File: src/rtl/m_mem_ctrl.sv
// M-stage data-memory access controller: byte-lane steering, req/ack handshake
// with a variable-latency memory, pipeline stall, timeout and misalignment detect.
module m_mem_ctrl #(
  parameter int TIMEOUT = 64,
  parameter int CNT_W   = 7
) (
  input  logic        clk,
  input  logic        reset,
  input  logic        req_valid,
  input  logic        req_we,
  input  logic [1:0]  req_size,
  input  logic [31:0] req_addr,
  input  logic [31:0] req_wdata,
  output logic        stall,
  output logic        m_data_req,
  output logic [31:0] m_data_addr,
  output logic [3:0]  m_data_byteen,
  output logic [31:0] m_data_wdata,
  input  logic        m_data_ack,
  input  logic [31:0] m_data_rdata,
  output logic [31:0] rd_data,
  output logic        rd_valid,
  output logic        bus_err,
  output logic        adel,
  output logic        ades
);

  typedef enum logic [1:0] {
    IDLE = 2'd0,
    REQ  = 2'd1,
    DONE = 2'd2
  } state_t;

  state_t           state;
  logic [CNT_W-1:0] cnt;
  logic             is_store;
  logic             mis;
  logic             issue;

  function automatic logic [3:0] lane_byteen(input logic [1:0] size,
                                             input logic [1:0] addr_lo);
    case (size)
      2'b00:   lane_byteen = 4'b0001 << addr_lo;
      2'b01:   lane_byteen = addr_lo[1] ? 4'b1100 : 4'b0011;
      default: lane_byteen = 4'b1111;
    endcase
  endfunction

  function automatic logic [31:0] lane_wdata(input logic [1:0]  size,
                                             input logic [31:0] wdata);
    case (size)
      2'b00:   lane_wdata = {4{wdata[7:0]}};
      2'b01:   lane_wdata = {2{wdata[15:0]}};
      default: lane_wdata = wdata;
    endcase
  endfunction

  // Size 2'b11 behaves as a word access.
  assign mis = req_valid &
               ((req_size[1] & (req_addr[1:0] != 2'b00)) |
                ((req_size == 2'b01) & req_addr[0]));

  assign adel  = mis & ~req_we;
  assign ades  = mis & req_we;
  assign issue = req_valid & ~mis;

  // DONE never stalls, so the pipeline moves past the completed instruction there.
  assign stall = (state == IDLE) ? issue : (state == REQ);

  always_ff @(posedge clk or posedge reset) begin
    if (reset) begin
      state         <= IDLE;
      cnt           <= '0;
      is_store      <= 1'b0;
      m_data_req    <= 1'b0;
      m_data_addr   <= '0;
      m_data_byteen <= '0;
      m_data_wdata  <= '0;
      rd_data       <= '0;
      rd_valid      <= 1'b0;
      bus_err       <= 1'b0;
    end else begin
      rd_valid <= 1'b0;
      bus_err  <= 1'b0;
      case (state)
        IDLE: begin
          if (issue) begin
            m_data_addr   <= {req_addr[31:2], 2'b00};
            m_data_byteen <= req_we ? lane_byteen(req_size, req_addr[1:0]) : 4'b0000;
            m_data_wdata  <= lane_wdata(req_size, req_wdata);
            is_store      <= req_we;
            cnt           <= '0;
            m_data_req    <= 1'b1;
            state         <= REQ;
          end
        end
        REQ: begin
          // An ack on the final allowed cycle still completes normally.
          if (m_data_ack) begin
            if (!is_store) rd_data <= m_data_rdata;
            rd_valid   <= 1'b1;
            m_data_req <= 1'b0;
            state      <= DONE;
          end else if (cnt == CNT_W'(TIMEOUT - 1)) begin
            rd_data    <= '0;
            rd_valid   <= 1'b1;
            bus_err    <= 1'b1;
            m_data_req <= 1'b0;
            state      <= DONE;
          end else begin
            cnt <= cnt + CNT_W'(1);
          end
        end
        DONE: begin
          state <= IDLE;
        end
        default: begin
          state <= IDLE;
        end
      endcase
    end
  end

endmodule

File: config.mk
export PLATFORM = sky130hd
export DESIGN_NAME = m_mem_ctrl
export DESIGN_NICKNAME = d
export VERILOG_FILES = /design/src/rtl/m_mem_ctrl.sv
export SDC_FILE = /design/constraint.sdc
export NUM_CORES = 1
export LEC_CHECK = 0
export BUFFER_PORTS_ARGS = -buffer_cell sky130_fd_sc_hd__buf_4
export CAP_MARGIN = 20
export CORE_MARGIN = 1.5
export CORE_UTILIZATION = 40
export CTS_CLUSTER_DIAMETER = 30
export DETAILED_ROUTE_END_ITERATION = 8
export GPL_TIMING_DRIVEN = 1
export PLACE_DENSITY_LB_ADDON = 0.15
export REMOVE_ABC_BUFFERS = 1
export SKIP_LAST_GASP = 1
export SLEW_MARGIN = 20
export SYNTH_ARGS = -nofsm -noshare
export SYNTH_HDL_FRONTEND = slang
export SYNTH_SLANG_ARGS = --single-unit
File: constraint.sdc
create_clock -name clk -period 11.45 [get_ports clk]
set_clock_uncertainty 0.15 [all_clocks]
set_input_delay 2.29 -clock clk [delete_from_list [all_inputs] [get_ports clk]]
set_output_delay 2.29 -clock clk [all_outputs]
set_load 0.02 [all_outputs]
==> flow_summary_export.csv, run 1 <==
group,metric,value,unit
critical_path,cp-end-kind,"output port",
die,fp.coreArea,12000,um^2
final_layout,layout_commonest_cell,"buf_4",
sta,tightest_slew,0.941,ns
placement,gp_congestion,0.763,
placement,placed_area,6410,um^2
critical_path,r2r_setup_slack,9.01,ns
sta,relSlewSlack,0.373,
global_route,grtUsageTotal,0.178,
detailed_routing,drt-wirelength-per-cell,15.8,um
detailed_routing,route.detailed.drc,0,
power_and_ir_drop,p_sw,553,uW
final_layout,stdcell_area,6800,um^2
critical_path,critPathMaxFanout,30,
sta,fmax,178,MHz
synthesis,syn_inst,365,
clocking,cts_resized,0,
placement,io_buffers,206,
global_route,antenna_found_initial,0,
critical_path,critical_path_buf_inv_count,2,
synthesis,synth_edf_count,0,
clocking,cts_root_buf,"clkbuf_16",
clocking,cts-buffers-inserted,9,
global_route,grt_pass1_wl,17900,um
sta,min_period_over_period,0.490,
die,dieHeight,113,um
min_path,hold_depth,2,
power_and_ir_drop,power.share.combinational,0.393,
clocking,cts_tree,"done",
final_layout,layout.nets,668,
die,rows,40,
clocking,cts_setup_buffers,0,
critical_path,rr_startpoint,"state[1]",
global_route,overflow,0,
min_path,holdPathEnd,"m_data_wdata[17]",
power_and_ir_drop,swShare,0.338,
critical_path,worstRegToRegCells,5,
detailed_routing,drt_first_iter_violations,219,
critical_path,crit_chain,"buf_4, a21oi_2, nor2_1, and3_1, buf_4",
synthesis,synthDistinctLibCells,43,
run,maxCapViolCount,0,
power_and_ir_drop,powerDensity,241,nW/um^2
critical_path,arrival,3.18,ns
clocking,clock-sinks,111,
critical_path,r2r-end,"m_data_addr[31]",
global_route,grt_max_degree,75,
final_layout,syn2layout_area_growth,39.6,%
detailed_routing,drt-total-wl,11300,um
synthesis,yosysTopAreaCell,"dfrtp_1",
sta,hold_violations,0,
critical_path,startpoint_type,"input pin",
critical_path,cp_slowest_cell,"buf_4",
sta,fin_setup_tns,0,ns
final_layout,nFillCells,1033,
clocking,clkTransAtPathRegs,0.07,ns
die,die-area,12800,um^2
min_path,hp-start,"m_data_wdata[17]",
final_layout,layout_common_cells,"buf_4, dfrtp_1, mux2_4",
sta,final-setup-viol-count,0,
critical_path,crit_path_frequent_cell,"buf_4",
global_route,grt_pass1_vias,3415,
synthesis,yosysTopAreaCellShare,0.570,
synthesis,yosysWarnings,0,
synthesis,ys_seq_elements,111,
synthesis,async_reset_ff_frac,1.00,
detailed_routing,vias,3492,
clocking,cts.path.max_buffers,2,
critical_path,cp_data_required_time,9.01,ns
detailed_routing,dr.pass1.iters,4,
power_and_ir_drop,leakage,3.49,nW
power_and_ir_drop,clkPwrFrac,0.231,
power_and_ir_drop,vdd_drop_max,83.4,uV
synthesis,synth.yosys.seq_area_share,0.570,
placement,dp_hpwl,8020,um
power_and_ir_drop,seq_power_share,0.375,
final_layout,insertedDiodeCount,0,
synthesis,ys.flop_type,"dfrtp_1",
critical_path,max_stage_delay,0.23,ns
final_layout,drive_gt1_frac,0.490,
sta,rsz0062_at_grt,"no",
clocking,clock_latency,0.34,ns
sta,slew_viol_final,0,
die,die_w,113,um
power_and_ir_drop,intPower,1.09,mW
critical_path,crit_family,"buffers and inverters",
critical_path,criticalPathCategory,"in2out",
clocking,postCtsHoldBufs,0,
synthesis,synth_area_leaders,"dfrtp_1, mux2_4, a22o_1",
sta,period_needed,5.62,ns
synthesis,avgSynthCellArea,13.3,um^2
detailed_routing,ant_nets,0,
die,initial_core_util,0.407,
die,ioPinCount,209,
synthesis,syn_area,4870,um^2
min_path,holdCritPathClass,"reg2reg",
clocking,htreeDepth,3,
detailed_routing,viasPerCell,4.88,
status,status,"complete, no violations",
==> worst min-delay path: stages, from the launching register on <==
cell and delay [ns]:
dfrtp_1 0.35, nand2_1 0.05, o21ai_0 0.06
==> power groups by stage <==
stage / Combinational (mW) / Sequential [mW] / Clock, mW
final: 0.644 / 0.615 / 0.379
after global routing: 0.687 / 0.633 / 0.404
after CTS: 0.651 / 0.616 / 0.390
after detailed placement: 0.649 / 0.621 / 0
after global placement: 0.642 / 0.619 / 0
after floorplan: 0.193 / 0.779 / 0
==> synth_stat cells (2+ instances only) <==
cell type / n
a21oi_1: 12
a21oi_2: 3
a22o_1: 32
and3_1: 2
buf_12: 4
buf_2: 2
buf_4: 7
buf_6: 7
clkbuf_1: 3
dfrtp_1: 111
inv_1: 5
mux2_2: 2
mux2_4: 37
mux2i_1: 24
nand2_1: 35
nand3_1: 4
nor2_1: 15
o21a_1: 4
o21ai_0: 27
o21ai_1: 6
==> worst max path at each step <==
| stage | cells after the start | to | start | slack, ns |
|---|---|---|---|---|
| finish | 5 | ades | req_size[1] | 5.83 |
| global route | 6 | adel | req_size[1] | 5.71 |
| CTS | 5 | ades | req_size[1] | 5.84 |
| detailed placement | 5 | ades | req_size[1] | 5.84 |
| global placement | 6 | adel | req_size[1] | 5.86 |
| floorplan | 3 | stall | req_addr[1] | 3.24 |
==> metrics by stage <==
stage          worst slack (ns)  total power [mW]  std cells  hold slack (ns)  utilization
6_report                   5.83              1.64        716            0.333        0.568
5_1_grt                    5.71              1.72        716            0.353        0.568
4_1_cts                    5.84              1.66        715            0.342        0.567
3_3_place_gp               5.86              1.26        699            0.315        0.535
2_1_floorplan              3.24             0.972        343            0.328            -
3_5_place_dp               5.84              1.27        699            0.326        0.536
==> layer usage <==
metal | routed length, um | vias up | GRT usage
met5 | 0 | - | 0
met4 | 245 | 0 | 0.0750
met3 | 898 | 18 | 0.0503
met2 | 5220 | 145 | 0.270
met1 | 4940 | 1641 | 0.240
li1 | - | 1688 | -
==> kinds of logic after synthesis <==
logic type / synth area share
multiplexers: 0.168
XOR/XNOR: 0.00180
adder cells (fa/ha/maj): 0.00257
flip-flops: 0.570
AND/OR/NAND/NOR: 0.0714
buffers and inverters: 0.0516
other: 0.000770
AO/OA/AOI/OAI: 0.133
==> sequential cells by signal, summed over array words and instances, names as in the netlist <==
| signal | count |
|---|---|
| m_data_wdata | 32 |
| m_data_addr | 30 |
| rd_valid | 1 |
| rd_data | 32 |
| state | 2 |
| bus_err | 1 |
| cnt | 7 |
| is_store | 1 |
| m_data_byteen | 4 |
| m_data_req | 1 |
==> layout make-up <==
| class | count | area, um^2 | area share |
|---|---|---|---|
| tap | 147 | 184 | 0.0271 |
| clock buffer | 9 | 225 | 0.0331 |
| multi-input combinational | 227 | 1860 | 0.274 |
| inverter | 5 | 21.3 | 0.00313 |
| clock inverter | 7 | 144 | 0.0212 |
| timing repair buffer | 210 | 1580 | 0.233 |
| sequential | 111 | 2780 | 0.409 |
No activity file was read; power rests on OpenSTA's default activity.
==> run 2, diff against run 1 <==
- clock period: 11.45 -> 4.81 ns (I/O delays scaled with it)
==> run 2 against run 1 <==
Net effect: count of clock-buffer cells in the layout up 1; core utilization down 0.49 points; via count up 0.57%; largest power group unchanged; critical path depth unchanged; first-iteration DRC count down 15%; cell count unchanged; critical endpoint is now stall; sequential share of layout area up 0.36 points; combinational power up 140%; sequential power up 140%; highest routed layer unchanged; design area down 0.87%.
==> flow_summary_export.csv, run 2 (synthesis results as in run 1) <==
group,metric,value,unit
min_path,hold_depth,2,
placement,dp_hpwl,8000,um
run,maxCapViolCount,0,
sta,rsz0062_at_grt,"no",
sta,fmax,338,MHz
critical_path,critical_path_buf_inv_count,2,
sta,final-setup-viol-count,0,
detailed_routing,drt-wirelength-per-cell,16.0,um
power_and_ir_drop,powerDensity,557,nW/um^2
detailed_routing,drt-total-wl,11400,um
critical_path,r2r_setup_slack,2.79,ns
min_path,hp-start,"m_data_wdata[17]",
detailed_routing,route.detailed.drc,0,
sta,min_period_over_period,0.615,
power_and_ir_drop,leakage,3.48,nW
sta,fin_setup_tns,0,ns
clocking,cts_tree,"done",
final_layout,layout.nets,668,
clocking,cts_setup_buffers,0,
sta,tightest_slew,0.797,ns
detailed_routing,ant_nets,0,
sta,period_needed,2.96,ns
final_layout,insertedDiodeCount,0,
placement,placed_area,6420,um^2
final_layout,layout_common_cells,"buf_4, dfrtp_1, mux2_4",
critical_path,crit_family,"buffers and inverters",
global_route,grt_max_degree,102,
clocking,cts_resized,0,
min_path,holdPathEnd,"m_data_wdata[17]",
critical_path,critPathMaxFanout,30,
clocking,clkTransAtPathRegs,0.07,ns
final_layout,stdcell_area,6740,um^2
detailed_routing,viasPerCell,4.91,
critical_path,crit_path_frequent_cell,"buf_4",
min_path,holdCritPathClass,"reg2reg",
placement,dp_slack,1.83,ns
critical_path,worstRegToRegCells,5,
global_route,grtUsageTotal,0.179,
status,status,"complete, no violations",
final_layout,top_regs,"m_data_wdata x32, rd_data x32, m_data_addr x30",
final_layout,layout_commonest_cell,"buf_4",
critical_path,cp_slowest_cell,"buf_4",
critical_path,rr_startpoint,"cnt[0]",
sta,relSlewSlack,0.467,
clocking,clock_latency,0.35,ns
sta,holdWs,0.335,ns
power_and_ir_drop,seq_power_share,0.391,
clocking,postCtsHoldBufs,0,
placement,io_buffers,206,
global_route,antenna_found_initial,0,
clocking,cts_root_buf,"clkbuf_16",
sta,hold_violations,0,
die,dieHeight,113,um
critical_path,criticalPathCategory,"in2out",
critical_path,arrival,1.85,ns
clocking,clock-sinks,111,
power_and_ir_drop,power.share.combinational,0.408,
die,ioPinCount,209,
die,initial_core_util,0.407,
clocking,htreeDepth,3,
detailed_routing,drt_first_iter_violations,187,
final_layout,nFillCells,1062,
power_and_ir_drop,vdd_drop_max,298,uV
critical_path,max_stage_delay,0.33,ns
final_layout,drive_gt1_frac,0.490,
power_and_ir_drop,swShare,0.351,
sta,slew_viol_final,0,
global_route,overflow,0,
clocking,cts-buffers-inserted,9,
detailed_routing,dr.pass1.iters,4,
global_route,grt_pass1_wl,17900,um
detailed_routing,vias,3512,
die,rows,40,
critical_path,cp-end-kind,"output port",
final_layout,syn2layout_area_growth,38.4,%
power_and_ir_drop,p_sw,1.32,mW
sta,fin_ws,1.85,ns
power_and_ir_drop,intPower,2.44,mW
die,fp.coreArea,12000,um^2
clocking,cts.path.max_buffers,2,
die,die-area,12800,um^2
power_and_ir_drop,clkPwrFrac,0.201,
critical_path,r2r-end,"rd_data[7]",
die,die_w,113,um
global_route,grt_pass1_vias,3396,
critical_path,crit_chain,"buf_4, a21oi_2, o211ai_4, nand2_1, buf_4",
critical_path,cp_data_required_time,3.70,ns
critical_path,startpoint_type,"input pin",
placement,gp_congestion,0.743,
-- run 2: layout make-up --
cell class	count	area, um^2	area share
clock buffers	10	239	0.0355
clock inverters	6	58.8	0.00873
inverters	5	21.3	0.00316
multi-input cells	227	1860	0.276
flip-flops and latches	111	2780	0.412
well taps	147	184	0.0273
repair buffers	210	1600	0.237
-- run 2: stage by stage --
step                utilization  instances  power [mW]
finish                    0.563        716        3.75
global route              0.563        716        3.95
CTS                       0.562        715        3.79
detailed placement        0.537        699        3.02
global placement          0.537        699        3.00
floorplan                     -        343        2.31
-- run 2: worst max-delay path by stage --
| stage | start | endpoint | slack (ns) | cells past startpoint |
|---|---|---|---|---|
| global placement | req_size[1] | stall | 1.85 | 5 |
| finish | req_size[1] | stall | 1.85 | 5 |
| global route | req_size[1] | stall | 1.78 | 5 |
| floorplan | req_addr[1] | stall | -0.75 | 3 |
| CTS | req_size[1] | stall | 1.83 | 5 |
| detailed placement | req_size[1] | stall | 1.83 | 5 |
-- run 2: worst min-delay path, stage by stage, from the launching register on --
cell and delay (ns):
dfrtp_1 0.34, nand2_1 0.05, o21ai_0 0.06
-- run 2: per-layer routing --
metal  vias to the layer above  GRT usage  wire length [um]
li1                       1689          -                 -
met1                      1672      0.242              5000
met2                       145      0.271              5360
met3                         6     0.0691               976
met4                         0     0.0475                95
met5                         -          0                 0
-- run 2: power groups by stage --
stage / Clock (mW) / Sequential (mW) / Combinational, mW
floorplan: 0 / 1.85 / 0.458
global placement: 0 / 1.47 / 1.53
detailed placement: 0 / 1.48 / 1.54
CTS: 0.776 / 1.47 / 1.55
global route: 0.812 / 1.51 / 1.63
finish: 0.754 / 1.47 / 1.53
==> run 3, diff against run 2 <==
- clock period: 4.81 -> 3.06 ns (I/O delays scaled with it)
==> run 3 against run 2 <==
Net effect: global-route usage is 0.22 points higher; wire length fell by 0.31%; combinational power increased by 57%.
==> flow_summary_export.csv, run 3 (synthesis results as in run 1) <==
group,metric,value,unit
die,initial_core_util,0.407,
sta,fmax,451,MHz
critical_path,worstRegToRegCells,5,
global_route,grt_pass1_vias,3558,
final_layout,drive_gt1_frac,0.489,
die,dieHeight,113,um
clocking,cts_resized,0,
power_and_ir_drop,leakage,3.48,nW
placement,placed_area,6470,um^2
detailed_routing,route.detailed.drc,0,
critical_path,crit_family,"buffers and inverters",
detailed_routing,ant_nets,0,
sta,relSlewSlack,0.443,
sta,rsz0062_at_grt,"no",
critical_path,rr_startpoint,"cnt[0]",
critical_path,cp-end-kind,"output port",
sta,period_needed,2.22,ns
sta,slew_viol_final,0,
clocking,cts_tree,"done",
critical_path,criticalPathCategory,"in2out",
power_and_ir_drop,clkPwrFrac,0.188,
critical_path,cp_slowest_cell,"o211ai_4",
critical_path,r2r-end,"rd_data[27]",
sta,min_period_over_period,0.724,
global_route,grt_pass1_wl,18400,um
critical_path,crit_path_frequent_cell,"buf_4",
detailed_routing,viasPerCell,4.93,
critical_path,crit_chain,"buf_4, a21oi_2, o211ai_4, nand2_1, buf_4",
die,rows,40,
detailed_routing,drt-total-wl,11400,um
critical_path,startpoint_type,"input pin",
clocking,clock-sinks,111,
run,maxCapViolCount,0,
power_and_ir_drop,p_sw,2.04,mW
placement,dp_hpwl,8060,um
clocking,cts_setup_buffers,0,
critical_path,r2r_setup_slack,1.02,ns
final_layout,insertedDiodeCount,0,
final_layout,stdcell_area,6750,um^2
critical_path,arrival,1.45,ns
clocking,htreeDepth,3,
final_layout,final_util,0.564,
sta,final-setup-viol-count,0,
critical_path,max_stage_delay,0.25,ns
sta,hold_violations,0,
global_route,grtUsageTotal,0.181,
detailed_routing,dr.pass1.iters,4,
die,die-area,12800,um^2
final_layout,syn2layout_area_growth,38.6,%
final_layout,top_regs,"m_data_wdata x32, rd_data x32, m_data_addr x30",
final_layout,layout.nets,670,
critical_path,critical_path_buf_inv_count,2,
sta,tightest_slew,0.833,ns
clocking,cts_root_buf,"clkbuf_16",
clocking,cts.path.max_buffers,2,
power_and_ir_drop,vdd_drop_max,383,uV
die,die_w,113,um
power_and_ir_drop,intPower,3.77,mW
placement,dpl.cell_count,702,
sta,fin_ws,0.843,ns
critical_path,critPathMaxFanout,12,
detailed_routing,vias,3533,
placement,io_buffers,206,
power_and_ir_drop,powerDensity,861,nW/um^2
placement,gp_congestion,0.780,
global_route,antenna_found_initial,0,
detailed_routing,drt-wirelength-per-cell,15.9,um
global_route,overflow,0,
clocking,clock_latency,0.34,ns
placement,dp_slack,0.839,ns
sta,fin_setup_tns,0,ns
die,fp.coreArea,12000,um^2
detailed_routing,drt_first_iter_violations,246,
final_layout,nFillCells,992,
final_layout,layout_common_cells,"buf_4, dfrtp_1, mux2_4",
power_and_ir_drop,power.share.combinational,0.413,
power_and_ir_drop,seq_power_share,0.399,
clocking,postCtsHoldBufs,0,
power_and_ir_drop,swShare,0.351,
clocking,cts-buffers-inserted,9,
clocking,clkTransAtPathRegs,0.07,ns
die,ioPinCount,209,
critical_path,cp_data_required_time,2.30,ns
final_layout,stdcell_count,717,
global_route,grt_max_degree,68,
final_layout,layout_commonest_cell,"buf_4",
status,status,"complete, no violations",
min_path,holdCritPathClass,"in2async",
==> run 3: cell count changes in the layout (fill, tap and decap cells not counted) <==
cell	before	now
buf_12	1	3
buf_4	208	209
buf_8	1	0
bufinv_16	1	0
clkbuf_1	0	1
clkbuf_8	1	2
clkinv_2	4	2
clkinv_4	0	1
inv_6	1	0
==> run 3: cell type report <==
type                            instances  area (um^2)  area share
Clock buffer                           12          256      0.0380
Timing Repair Buffer                  212         1630       0.241
Inverter                                5         21.3     0.00315
Multi-Input combinational cell        227         1860       0.276
Tap cell                              147          184      0.0273
Clock inverter                          3         18.8     0.00278
Sequential cell                       111         2780       0.412
==> run 3: through the flow <==
step,hold slack [ns],power (mW)
finish,0.278,5.81
global route,0.327,6.16
CTS,0.323,5.88
detailed placement,0.322,4.76
global placement,0.316,4.73
floorplan,0.328,3.64
==> run 3: power groups by stage <==
stage	Sequential (mW)	Combinational, mW	Clock [mW]
3_5_place_dp	2.33	2.43	0
3_3_place_gp	2.34	2.38	0
6_report	2.32	2.40	1.09
5_1_grt	2.39	2.57	1.19
4_1_cts	2.32	2.43	1.13
2_1_floorplan	2.92	0.720	0
==> run 3: worst register-to-register path: stages (launching register included) <==
cell	delay (ns)
dfrtp_1	0.40
ha_1	0.26
nand3_4	0.16
nor4_4	0.07
o21ai_4	0.68
a22o_1	0.25
==> run 3: worst max-delay path by stage <==
| stage | startpoint | to | slack [ns] | depth (start not counted) |
|---|---|---|---|---|
| after floorplan | req_addr[1] | stall | -1.80 | 3 |
| after global placement | m_data_ack | rd_data[28] | 0.70 | 5 |
| after detailed placement | req_size[0] | stall | 0.84 | 5 |
| after CTS | req_size[0] | stall | 0.84 | 5 |
| after global routing | req_size[0] | stall | 0.78 | 5 |
| final | req_size[0] | stall | 0.84 | 5 |
==> run 3: layer usage <==
metal | vias to the layer above | share of wire | wire, um | track usage
met2 | 138 | 0.46 | 5210 | 0.275
met1 | 1684 | 0.45 | 5130 | 0.245
met5 | - | 0 | 0 | 0
li1 | 1696 | - | - | -
met3 | 15 | 0.078 | 884 | 0.0536
met4 | 0 | 0.016 | 184 | 0.0717
